==> config.mk <==
export PLATFORM = sky130hd
export DESIGN_NAME = rca_8
export DESIGN_NICKNAME = d
export VERILOG_FILES = /design/src/rtl/rca_8_pkg.sv /design/src/rtl/rca_8_full_adder.sv /design/src/rtl/rca_8.sv
export SDC_FILE = /design/constraint.sdc
export NUM_CORES = 1
export LEC_CHECK = 0
export BUFFER_PORTS_ARGS = -buffer_cell sky130_fd_sc_hd__buf_2
export CAP_MARGIN = 20
export CORE_AREA = 5 5 42 44
export CTS_BUF_LIST = sky130_fd_sc_hd__clkbuf_4 sky130_fd_sc_hd__clkbuf_8
export CTS_CLUSTER_DIAMETER = 60
export DETAILED_ROUTE_END_ITERATION = 10
export DIE_AREA = 0 0 47 49
export PLACE_DENSITY = 0.66
export SETUP_SLACK_MARGIN = 0.1
export SLEW_MARGIN = 10
export SYNTH_ARGS = -nofsm -noshare
export SYNTH_HDL_FRONTEND = slang
export SYNTH_SLANG_ARGS = --single-unit
==> constraint.sdc <==
create_clock -name clk -period 0.8 [get_ports clk]
set_input_delay 0.16 -clock clk [delete_from_list [all_inputs] [get_ports clk]]
set_output_delay 0.16 -clock clk [all_outputs]
set_load 0.1 [all_outputs]
==> src/rtl/rca_8_pkg.sv <==
// Shared constants for the registered ripple-carry adder.
package rca_8_pkg;

  localparam int DEFAULT_WIDTH = 8;

endpackage

==> src/rtl/rca_8_full_adder.sv <==
// Single-bit combinational full adder, one link of the ripple chain.
module full_adder (
  input  logic a,
  input  logic b,
  input  logic cin,
  output logic s,
  output logic cout
);

  logic half_sum;

  assign half_sum = a ^ b;
  assign s        = half_sum ^ cin;
  assign cout     = (a & b) | (cin & half_sum);

endmodule

==> src/rtl/rca_8.sv <==
// Ripple-carry adder with registered {COUT,SUM}; one-cycle latency, one result
// per cycle, asynchronous active-high clear of the output registers.
module rca_8
  import rca_8_pkg::*;
#(
  parameter int data_width = DEFAULT_WIDTH
) (
  input  logic                  clk,
  input  logic                  rst,
  input  logic [data_width-1:0] A,
  input  logic [data_width-1:0] B,
  input  logic                  CIN,
  output logic [data_width-1:0] SUM,
  output logic                  COUT
);

  logic [data_width:0]   carry;
  logic [data_width-1:0] sum_next;
  logic [data_width-1:0] sum_reg;
  logic                  cout_reg;

  assign carry[0] = CIN;

  generate
    for (genvar gi = 0; gi < data_width; gi++) begin : g_bit
      full_adder u_fa (
        .a    (A[gi]),
        .b    (B[gi]),
        .cin  (carry[gi]),
        .s    (sum_next[gi]),
        .cout (carry[gi+1])
      );
    end
  endgenerate

  always_ff @(posedge clk or posedge rst) begin
    if (rst) begin
      sum_reg  <= '0;
      cout_reg <= 1'b0;
    end else begin
      sum_reg  <= sum_next;
      cout_reg <= carry[data_width];
    end
  end

  assign SUM  = sum_reg;
  assign COUT = cout_reg;

endmodule

==> results_dict.tcl <==
set metrics [dict create \
    via_per_inst 3.76 \
    cts_max_level 1 \
    slew_headroom_pct 78.0 \
    crit_top_cell "fa_2" \
    rsz0062_at_grt "yes" \
    place_area_um2 782 \
    grt_first_pass_wirelength_mm 1.41 \
    ios 28 \
    worst_setup_path_end_kind "flip-flop" \
    max_freq_ghz 0.342 \
    port_buffers 27 \
    synth.largest_area_cell "dfrtp_1" \
    instances_no_fill 75 \
    rows 14 \
    grt_pass1_vias 351 \
    track_usage_pct 8.70 \
    grt_remaining_overflow 0 \
    peakVddDrop_mv 0.917 \
    syn_area_um2 427 \
    yosys_warnings 0 \
    drt_iter0_drc 0 \
    cts_root_buf "clkbuf_4" \
    drive_above_1_share_pct 88.1 \
    crit_type "in -> reg" \
    slew_violations 0 \
    antenna_found_initial 0 \
    cts.sinks 9 \
    core_area_um2 1400 \
    p_per_area_nw_per_um2 2650 \
    diodes 0 \
    synthTopCellsByArea "dfrtp_1 53%, fa_1 38%, inv_1 9.7%" \
    fin_ws_ns -2.12 \
    min_period_ns 2.92 \
    grt_max_degree 10 \
    leakage_nw 0.385 \
    dieHeight_um 49 \
    crit_path_max_incr_delay_ns 0.39 \
    cts_made_buffers 3 \
    drc_errors 0 \
    min_period_over_period_pct 365 \
    slowest_stage "fa_1" \
    tritoncts "built" \
    die_area_um2 2300 \
    final_common_cell "buf_2" \
    cp.arrival_ns 3.11 \
    wl_per_cell_um 10.6 \
    area_delta_synth_final_pct 94.1 \
    fin_nets 87 \
    utilization_pct 59.1 \
    start_kind "input pin" \
    clockBufferDepth 2 \
    violations "negative hold slack, negative setup slack" \
    drt-pass1-iter-count 1 \
    placed_cells 71 \
    design_area_um2 828 \
    dp_hpwl_um 719 \
    path_clk_slew_ns 0.06 \
    num_vias 282 \
    max-cap-violations 0 \
    mostFrequentLayoutCells "16 x buf_2, 9 x buf_12, 8 x dfrtp_4" \
    avgSynthCellArea_um2 15.2 \
    initial_utilization_pct 30.4 \
    synth_cell_types 3 \
    synthCells 28 \
    crit_chain "buf_8 > inv_12 > fa_2 > inv_2 > fa_2 > fa_2 > fa_2 > fa_2 > fa_2 > fa_2 > inv_2 > fa_1 > inv_1" \
    outcome "complete, but fails checks" \
    ys_ff_latch 9 \
    synthesis.nets 55 \
    setup_viol 17 \
    hp-class "in -> async" \
    path_delay_family "adder cells" \
    ys_seq_area_share_pct 52.8 \
    place_ws_ns -2.47 \
    hold_ws_ns -0.153 \
    crit_fanout 1 \
    die_w_um 47 \
    required_ns 0.99 \
    drtAntennaViolNets 0 \
    worstMarginPinSlew_ns 0.329 \
    totalWireLength_um 796 \
    cp.buffers_inverters 5 \
    gp_congestion 0.638 \
    hold_viol 9 \
    yosys.area.top_type_share_pct 52.8 \
    postCtsSetupRepairBufs 0 \
]
## stage by stage
stage | power [mW] | TNS, ns
global placement | 1.82 | -12.50
finish | 2.19 | -11.95
CTS | 2.22 | -12.08
global route | 2.30 | -12.52
detailed placement | 1.83 | -12.76
floorplan | 1.34 | -10.92
## what timing repair did
item,4_1_cts,5_1_grt
pin swaps,1,0
setup endpoints to repair,18,18
hold endpoints to repair,9,9
gates resized for setup,5,1
cloned,0,0
## logic make-up (layout without fill, tap and decap cells)
family | count (synthesis) | count (layout) | share of synthesized area, %
buf+inv | 11 | 42 | 9.68
flops | 9 | 9 | 52.8
fa+ha+maj | 8 | 8 | 37.5
## synthesized netlist by cell type
cell type and count:
inv_1 11, dfrtp_1 9, fa_1 8
## sequential cells by signal (all words and copies together) (netlist names)
register and flops:
COUT 1, SUM 8
## area by class of cell
cell class                      count  area (um2)
Fill cell                         117         573
Timing Repair Buffer               27         287
Clock buffer                        4        30.0
Inverter                           11        58.8
Tap cell                           16        20.0
Sequential cell                     9         255
Multi-Input combinational cell      8         178
## final timing paths
kind,start,end,slack (ns),depth (start not counted)
hold / removal,rst,SUM[4],-0.15,2
setup / recovery,A[0],SUM[7],-2.12,13
min in group clk,B[4],SUM[4],0.21,2
max in group asynchronous,rst,SUM[6],0.67,2
## per-layer routing
| metal | vias up | wire, um | track usage [%] |
|---|---|---|---|
| met5 | - | 0 | 0 |
| met4 | 0 | 0 | 5.53 |
| met3 | 0 | 78 | 1.11 |
| met2 | 16 | 469 | 14.7 |
| met1 | 132 | 248 | 9.62 |
| li1 | 134 | - | - |
## power breakdown
part | total [mW] | internal (mW) | switching, mW
clock | 0.370 | 0.225 | 0.145
sequential | 0.653 | 0.585 | 0.0677
combinational | 1.17 | 0.420 | 0.751
total | 2.19 | 1.23 | 0.964
Power figures use the tool's default switching activity.
